--- src/rtl/gpu_pixel_writer.sv ---
`default_nettype none
// ============================================================================
// Module   : gpu_pixel_writer
// Purpose  : Clips rasteriser pixels to the screen, converts them to linear
//            framebuffer addresses, buffers them in a small FIFO and drains
//            the FIFO into SRAM one write per wr_en/ack handshake.
// Revision : 1.0 - initial release
// ============================================================================
module gpu_pixel_writer #(
  parameter int WIDTH_BITS   = 10,
  parameter int HEIGHT_BITS  = 9,
  parameter int CHANNEL_BITS = 8,
  parameter int WIDTH        = 640,
  parameter int HEIGHT       = 480,
  parameter int ADDR_BITS    = 19,
  parameter int FIFO_DEPTH   = 4
) (
  input  logic                      clk,
  input  logic                      n_rst,
  input  logic                      pix_valid,
  input  logic [WIDTH_BITS-1:0]     X,
  input  logic [HEIGHT_BITS-1:0]    Y,
  input  logic [CHANNEL_BITS-1:0]   r_i,
  input  logic [CHANNEL_BITS-1:0]   g_i,
  input  logic [CHANNEL_BITS-1:0]   b_i,
  output logic                      pix_ready,
  output logic                      mem_wr_en,
  output logic [ADDR_BITS-1:0]      mem_addr,
  output logic [3*CHANNEL_BITS-1:0] mem_wdata,
  input  logic                      mem_ack,
  output logic                      idle,
  output logic [7:0]                drop_cnt
);

  localparam int PTR_W   = $clog2(FIFO_DEPTH);
  localparam int CNT_W   = PTR_W + 1;
  localparam int DATA_W  = 3 * CHANNEL_BITS;
  localparam int ENTRY_W = ADDR_BITS + DATA_W;

  // One spare bit so a screen size equal to 2**bits still compares correctly
  localparam logic [WIDTH_BITS:0]  c_width_x  = (WIDTH_BITS + 1)'(WIDTH);
  localparam logic [HEIGHT_BITS:0] c_height_y = (HEIGHT_BITS + 1)'(HEIGHT);
  localparam logic [ADDR_BITS-1:0] c_width_a  = ADDR_BITS'(WIDTH);
  localparam logic [CNT_W-1:0]     c_full_cnt = CNT_W'(FIFO_DEPTH);

  typedef enum logic [0:0] {
    ST_IDLE  = 1'b0,
    ST_WRITE = 1'b1
  } state_t;

  state_t                  r_state;
  state_t                  w_state_nxt;
  logic                    r_wr_en;
  logic                    w_wr_en_nxt;
  logic [ADDR_BITS-1:0]    r_addr;
  logic [DATA_W-1:0]       r_wdata;
  logic [7:0]              r_drop_cnt;

  logic [ENTRY_W-1:0]      r_mem [FIFO_DEPTH];
  logic [PTR_W-1:0]        r_wr_ptr;
  logic [PTR_W-1:0]        r_rd_ptr;
  logic [CNT_W-1:0]        r_count;

  logic                    w_full;
  logic                    w_empty;
  logic                    w_accept;
  logic                    w_in_range;
  logic                    w_push;
  logic                    w_drop;
  logic                    w_pop;
  logic [ADDR_BITS-1:0]    w_addr;
  logic [ENTRY_W-1:0]      w_head;

  assign w_full     = (r_count == c_full_cnt);
  assign w_empty    = (r_count == '0);
  assign pix_ready  = !w_full;
  assign w_accept   = pix_valid && pix_ready;
  assign w_in_range = ({1'b0, X} < c_width_x) && ({1'b0, Y} < c_height_y);
  assign w_push     = w_accept && w_in_range;
  assign w_drop     = w_accept && !w_in_range;
  // Only in-range pixels are stored, so the product never exceeds WIDTH*HEIGHT-1
  assign w_addr     = ADDR_BITS'(Y) * c_width_a + ADDR_BITS'(X);
  assign w_head     = r_mem[r_rd_ptr];

  assign mem_wr_en  = r_wr_en;
  assign mem_addr   = r_addr;
  assign mem_wdata  = r_wdata;
  assign drop_cnt   = r_drop_cnt;
  assign idle       = w_empty && (r_state == ST_IDLE);

  // FIFO storage write; contents need no reset because occupancy gates reads
  always_ff @(posedge clk) begin
    if (w_push) begin
      r_mem[r_wr_ptr] <= {w_addr, r_i, g_i, b_i};
    end
  end

  // FIFO pointers and occupancy; simultaneous push and pop cancel out
  always_ff @(posedge clk) begin
    if (n_rst) begin
      r_wr_ptr <= '0;
      r_rd_ptr <= '0;
      r_count  <= '0;
    end else begin
      if (w_push) begin
        r_wr_ptr <= r_wr_ptr + 1'b1;
      end
      if (w_pop) begin
        r_rd_ptr <= r_rd_ptr + 1'b1;
      end
      case ({w_push, w_pop})
        2'b10:   r_count <= r_count + 1'b1;
        2'b01:   r_count <= r_count - 1'b1;
        default: r_count <= r_count;
      endcase
    end
  end

  // Saturating count of pixels rejected by the screen clip
  always_ff @(posedge clk) begin
    if (n_rst) begin
      r_drop_cnt <= '0;
    end else if (w_drop && (r_drop_cnt != 8'hFF)) begin
      r_drop_cnt <= r_drop_cnt + 8'd1;
    end
  end

  // Write FSM next state: pop the head whenever the write slot is free or just acked
  always_comb begin
    w_state_nxt = r_state;
    w_wr_en_nxt = r_wr_en;
    w_pop       = 1'b0;
    case (r_state)
      ST_IDLE: begin
        if (!w_empty) begin
          w_pop       = 1'b1;
          w_wr_en_nxt = 1'b1;
          w_state_nxt = ST_WRITE;
        end
      end
      ST_WRITE: begin
        if (mem_ack) begin
          if (!w_empty) begin
            w_pop = 1'b1;
          end else begin
            w_wr_en_nxt = 1'b0;
            w_state_nxt = ST_IDLE;
          end
        end
      end
      default: begin
        w_wr_en_nxt = 1'b0;
        w_state_nxt = ST_IDLE;
      end
    endcase
  end

  // Write FSM registers; address and data only change when an entry is popped
  always_ff @(posedge clk) begin
    if (n_rst) begin
      r_state <= ST_IDLE;
      r_wr_en <= 1'b0;
      r_addr  <= '0;
      r_wdata <= '0;
    end else begin
      r_state <= w_state_nxt;
      r_wr_en <= w_wr_en_nxt;
      if (w_pop) begin
        r_addr  <= w_head[ENTRY_W-1 -: ADDR_BITS];
        r_wdata <= w_head[DATA_W-1:0];
      end
    end
  end

endmodule
`default_nettype wire

--- config.mk ---
export PLATFORM = sky130hd
export DESIGN_NAME = gpu_pixel_writer
export DESIGN_NICKNAME = d
export VERILOG_FILES = /design/src/rtl/gpu_pixel_writer.sv
export SDC_FILE = /design/constraint.sdc
export NUM_CORES = 1
export LEC_CHECK = 0
export ABC_AREA = 1
export ABC_CLOCK_PERIOD_IN_PS = 3600
export CORE_ASPECT_RATIO = 0.75
export CORE_MARGIN = 8
export CORE_UTILIZATION = 35
export DETAILED_ROUTE_END_ITERATION = 6
export HOLD_SLACK_MARGIN = 0.02
export SKIP_CTS_REPAIR_TIMING = 1
export SYNTH_ARGS = -nofsm -noshare
export SYNTH_HDL_FRONTEND = slang
export SYNTH_SLANG_ARGS = --single-unit
--- constraint.sdc ---
create_clock -name clk -period 3.6 [get_ports clk]
set_input_delay 0.36 -clock clk [delete_from_list [all_inputs] [get_ports clk]]
set_output_delay 0.36 -clock clk [all_outputs]
set_load 0.02 [all_outputs]
==> results.md, run 1 <==
- Die Ht: 159 µm
- Slew headroom: 34.4%
- Reg-to-reg endpoint: r_count[2]
- Post-DP HPWL: 13.5 mm
- Largest cells by area after synthesis: edfxtp_1, dfxtp_1, nor2_1
- Remaining antenna violation count after routing: 0
- Flop2flop setup slack: 1.38 ns
- First drt pass iteration count: 5
- Clock-pin slew on the worst setup and hold paths: 0.07 ns
- Primary FF master, synth: edfxtp_1
- LEAKAGE: 4.17 nW
- Drt total wl: 22.1 mm
- FF+latch area: 6370 µm²
- Wire length of the first global-routing pass: 34.9 mm
- Startpoint class of the critical path: flop
- Final total power: 8.38 mW
- Reg2Reg Depth: 12
- Area growth, synth to finish: 22.6%
- Hold/Removal Path Class: flop to flop
- Final instance area: 11700 µm²
- Vias in the first global route: 6286
- Largest family of logic cells by synthesized area: simple AND/OR/NAND/NOR gates
- Vias per cell: 4.82
- Top-level I/O count: 101
- Initial DRC count: 285
- Port Buffers: 100
- Yosys warning count: 0
- Post-synth ARST share: 0%
- Post-synthesis instance area: 9520 µm²
- Synth area leader: edfxtp_1
- Top-area cell type share of the netlist area: 54.3%
- Maxcap violations: 0
- CTS Buf Count: 23
- Root buffer cell: clkbuf_16
- Initial Utilization: 35.4%
- XOR/XNOR Fraction of Synth Area: 0.920%
- Max frequency: 406 MHz
- Clock latency on the worst-skew pair: 0.51 ns
- Final hold violation count: 0
- Core area: 26900 µm²
- # diodes: 0
- Fin crit period: 2.46 ns
- Compound-Gate Fraction of Synth Area: 11.3%
- Grt ovf: 0
- Worst-Margin Slew: 0.983 ns
- CP Class: flop to output pin
- Sequential share of power: 40.8%
- Unrepaired setup endpoints after global routing: no
- # setup viols final: 0
- Per-cell routed wire length: 16.7 µm
- Placed Area: 10900 µm²
- Worst hold path depth: 2
- WHS Endpoint: mem_wr_en
- R2r startpoint: r_count[0]
- Site row count: 52
- CTS tree: yes
- Clock share of power: 29.6%
- Hold Crit Start: mem_wr_en
- Number of synthesized flops with an enable pin: 172
- Switching Power: 2.76 mW
- Comb power frac: 29.7%
- Largest net degree at the start of global routing: 90
- Worst-path maximum fanout: 3
- Internal power: 5.62 mW
- Max Buffers Root-to-Sink: 3
- Initial antenna violation count: 0
- Mux share of post-synthesis cell area: 0%
- Die width: 206 µm
- CP arrival: 2.10 ns
- Critical path endpoint category: output pin
- Gr usage total: 13.2%
- Mapped Cells: 860
- GP Congestion: 0.768
- Final setup skew: 0.00712 ns
- Req. time, crit path: 3.24 ns
- Synth Area in Adders: 3.79%
- Sum Neg Setup Slack: 0 ns
- Slew Viols, Final: 0
- Layout cells sized above 1: 7.60%
- #FFs+latches synth: 232
- Layout fillers: 2503
- Syn_area_per_cell: 11.1 µm²
- Fin crit share: 68.4%
- Status: complete, no violations
- H-tree Lvls: 1
- Area of the die: 32800 µm²
- Synth cell types: 31
- Maximum vdd drop: 0.334 mV
- Nets: 1031
- Clk sink count: 232
- Remaining DRCs: 0
- Net Count, Synth: 934
- Sw Ratio: 32.9%
- Post-synthesis sequential area ratio: 66.9%
- Cell area power density: 718 nW/µm²
- Multi-input gate area: 2790 µm²
- Post-Synth Simple-Gate Area: 13.0%
- Via count: 6386
worst max-delay path: stages, from the launching register on:
cell and delay, ns:
dfxtp_1 0.33, inv_2 0.10, nand2_1 0.08, nor2_2 0.27
ha_1 0.21, clkdlybuf4s50_1 0.60
power groups by stage:
stage               Clock, mW  Combinational, mW  Sequential, mW
detailed placement          0               2.52            3.47
floorplan                   0               1.45            3.66
global placement            0               2.49            3.47
global route             2.64               2.78            3.46
finish                   2.48               2.49            3.42
CTS                      2.54               2.53            3.42
stage by stage:
stage | util (%) | worst slack, ns | cells | hold slack [ns]
finish | 43.4 | 1.14 | 1325 | 0.469
global route | 43.4 | 1.03 | 1325 | 0.482
CTS | 43.4 | 1.12 | 1325 | 0.469
detailed placement | 40.5 | 0.646 | 1283 | 0.460
global placement | 40.5 | 0.683 | 1283 | 0.447
floorplan | - | 0.402 | 860 | 0.429
cells in the final DEF, fill, tap and decap left out, types with 2 or more instances in the layout:
master           instances
nand2_1                 66
o21ai_0                 84
inv_2                    7
nor2_1                 192
clkinv_1                 4
xnor2_1                  6
nor2_2                   4
nand2_2                  3
clkbuf_16               23
ha_1                    24
fa_1                     3
inv_6                    2
nor2_4                   4
clkbuf_1                 5
inv_1                   37
nor3_1                   3
bufinv_16                4
clkdlybuf4s50_1        100
buf_4                   13
o21ai_1                 56
nand3_2                  3
xor2_1                   4
nand4_1                  5
a31oi_1                 43
a21oi_1                 18
nand3_1                 18
dfxtp_1                 58
edfxtp_1               172
clkinv_2                 4
how the worst max path moves through the flow:
stage / start / to / cells past startpoint
2_1_floorplan: r_count[0] / r_mem[0][0] / 6
3_3_place_gp: X[8] / r_count[2] / 12
3_5_place_dp: X[8] / r_mem[3][9] / 7
4_1_cts: r_count[0] / idle / 5
5_1_grt: Y[1] / r_mem[1][41] / 12
6_report: r_count[0] / idle / 5
cells by family after synthesis:
| family | Yosys count |
|---|---|
| AND/OR/NAND/NOR | 301 |
| XOR/XNOR | 10 |
| adder cells (fa/ha/maj) | 27 |
| buffers and inverters | 87 |
| AO/OA/AOI/OAI | 203 |
| flip-flops | 232 |
per-layer routing:
layer | vias to the layer above | share of wire (%) | global-route usage [%]
met5 | - | 0 | 0
met4 | 0 | 1.4 | 2.35
met3 | 23 | 6.1 | 3.15
met2 | 149 | 44 | 20.5
met1 | 3008 | 49 | 18.7
li1 | 3206 | - | -
sequential cells by signal, summed over array words and instances (netlist names):
name and cells:
r_count 3, mem_wdata 24, mem_addr 19, drop_cnt 8
r_mem 172, r_rd_ptr 2, r_state 1, r_wr_ptr 2
mem_wr_en 1
cell usage after synthesis (3+ instances only):
cell	instances
dfxtp_1	60
a31oi_1	43
fa_1	3
nor2_2	4
o21ai_1	56
o21ai_0	84
clkbuf_1	15
nand2_1	66
nand3_2	3
nand4_1	5
ha_1	24
clkbuf_2	4
nand2_2	3
buf_4	8
nor2_1	196
edfxtp_1	172
xnor2_1	6
a21oi_1	18
nor3_1	3
buf_2	14
xor2_1	4
inv_1	38
nand3_1	18
inv_2	6
area by class of cell:
type                    instances  area share [%]
inverters                      45            1.45
multi-input cells             541            23.9
repair buffers                114            9.59
flip-flops and latches        232            54.6
clock inverters                13            1.45
clock buffers                  29            5.21
well taps                     351            3.76
(Power assumes the default switching activity.)
==> run 2: changes to the inputs <==
ABC_CLOCK_PERIOD_IN_PS = 2350   (was 3600)
clock period = 2.35 ns   (was 3.6 ns; I/O delays follow)
==> results.md, run 2 (synthesized netlist as in run 1, its figures left out) <==
- Finished Layout Cells: 1355 (+2.3%)
- Placed cells: 1314 (+2.4%)
- First drt pass iteration count: 4 (-1)
- LEAKAGE: 4.37 nW (+4.8%)
- Initial Utilization: 35.4% (unchanged)
- Unrepaired setup endpoints after global routing: no
- Worst-path maximum fanout: 3 (unchanged)
- Layout cells sized above 1: 10.6% (+3.0 points)
- Site row count: 52 (unchanged)
- Largest net degree at the start of global routing: 90 (unchanged)
- CP arrival: 1.97 ns (-0.13 ns)
- Fin crit period: 2.20 ns
- Switching Power: 4.25 mW (+54%)
- H-tree Lvls: 1 (unchanged)
- Vias in the first global route: 6320 (+0.54%)
- Via count: 6533 (+2.3%)
- Slew Viols, Final: 0 (unchanged)
- Cell area power density: 1080 nW/µm² (+51%)
- CP Class: flop to output pin
- Req. time, crit path: 2.12 ns (-1.12 ns)
- Per-cell routed wire length: 16.2 µm (-2.8%)
- # setup viols final: 0 (unchanged)
- Remaining DRCs: 0 (unchanged)
- Maximum vdd drop: 0.608 mV (+82%)
- Remaining antenna violation count after routing: 0 (unchanged)
- Post-DP HPWL: 13.4 mm (-0.34%)
- Area growth, synth to finish: 26.8%
- Maxcap violations: 0 (unchanged)
- Area of the die: 32800 µm² (unchanged)
- Initial DRC count: 329 (+15%)
- Hold Crit Start: r_i[1]
- Final hold violation count: 0 (unchanged)
- Nets: 1062 (+3.0%)
- CTS Buf Count: 23 (unchanged)
- Clock latency on the worst-skew pair: 0.50 ns (about the same)
- Slew headroom: 51.6% (+17 points)
- Final hold slack: 0.370 ns (-0.0986 ns)
- Sw Ratio: 32.5% (-0.39 points)
- FF+latch area: 6370 µm² (unchanged)
- Most frequent cells in the layout: nor2_1, edfxtp_1, clkdlybuf4s50_1, o21ai_0, nand2_1
- Die width: 206 µm (unchanged)
- Comb power frac: 30.6% (+0.9 points)
- # diodes: 0 (unchanged)
- Root buffer cell: clkbuf_16
- Clock share of power: 29.1% (-0.5 points)
- Critical Path Start: r_count[0]
- Startpoint class of the critical path: flop
- Worst-Margin Slew: 0.725 ns (-0.259 ns)
- Utilization after layout: 44.9% (+1.5 points)
- Max Buffers Root-to-Sink: 3 (unchanged)
- Layout fillers: 2470 (-1.3%)
- Max frequency: 454 MHz
- GP Congestion: 0.778 (+1.3%)
- Sequential share of power: 40.3% (-0.5 points)
- Clk sink count: 232 (unchanged)
- Placed Area: 11300 µm² (+3.5%)
- Port Buffers: 100 (unchanged)
- Internal power: 8.80 mW (+57%)
- Fin crit share: 93.7%
- Final WS setup: 0.147 ns (-0.992 ns)
- Initial antenna violation count: 0 (unchanged)
- Multi-input gate area: 2800 µm² (+0.36%)
- R2r startpoint: r_count[2]
- Status: complete, no violations
- Largest Register: r_mem
- Drt total wl: 22.0 mm (-0.55%)
- Leading cell type in the layout, fill and taps excluded: nor2_1
- Core area: 26900 µm² (unchanged)
- Wire length of the first global-routing pass: 35.3 mm (+1.1%)
- Gr usage total: 13.3% (+0.097 points)
- Die Ht: 159 µm (unchanged)
- Vias per cell: 4.82 (about the same)
- Top-level I/O count: 101 (unchanged)
- Clock-pin slew on the worst setup and hold paths: 0.06 ns (about the same)
- CTS tree: yes
- Critical path endpoint category: output pin
- Dpl ws: -0.342 ns (-0.988 ns)
- Final setup skew: 0.0107 ns (+0.00356 ns)
- Hold/Removal Path Class: primary input to flop
- Final instance area: 12100 µm² (+3.4%)
- Largest register FFs: 172 (unchanged)
- Grt ovf: 0 (unchanged)
==> run 2: worst max-delay path, stage by stage (launching register included) <==
cell and delay, ns:
dfxtp_1 0.33, inv_2 0.09, nand2_1 0.10, nor2_4 0.17
ha_1 0.19, clkdlybuf4s50_1 0.61
==> run 2: area by class of cell <==
| class | instances | area share, % |
|---|---|---|
| Clock buffer | 30 | 5.15 |
| Multi-Input combinational cell | 541 | 23.2 |
| Tap cell | 351 | 3.64 |
| Clock inverter | 11 | 1.31 |
| Inverter | 45 | 1.40 |
| Sequential cell | 232 | 52.8 |
| Timing Repair Buffer | 145 | 12.4 |
==> run 2: through the flow <==
step / power, mW / setup TNS (ns)
detailed placement: 9.37 / -7.01
global route: 13.8 / 0
floorplan: 7.83 / -31.91
global placement: 9.32 / -6.35
CTS: 13.2 / 0
finish: 13.0 / 0
==> run 2: path summary, 6_finish.rpt <==
check / to / slack, ns / depth (start not counted)
min reg2reg: r_count[0] / 0.48 / 1
max: idle / 0.15 / 5
max reg2reg: r_count[2] / 0.41 / 11
min: r_mem[2][17] / 0.37 / 1
==> run 2: power by group through the flow <==
stage	logic [mW]	registers (mW)	clock network [mW]
detailed placement	4.04	5.34	0
floorplan	2.23	5.60	0
finish	3.99	5.25	3.80
CTS	4.06	5.26	3.88
global route	4.47	5.31	4.04
global placement	3.98	5.33	0
==> run 2: routing by layer <==
layer	global-route usage, %	wire length (µm)	share of wire (%)
met4	3.20	409	1.9
met5	0	0	0
met3	2.54	1140	5.2
met2	21.4	9990	45
met1	18.2	10400	48
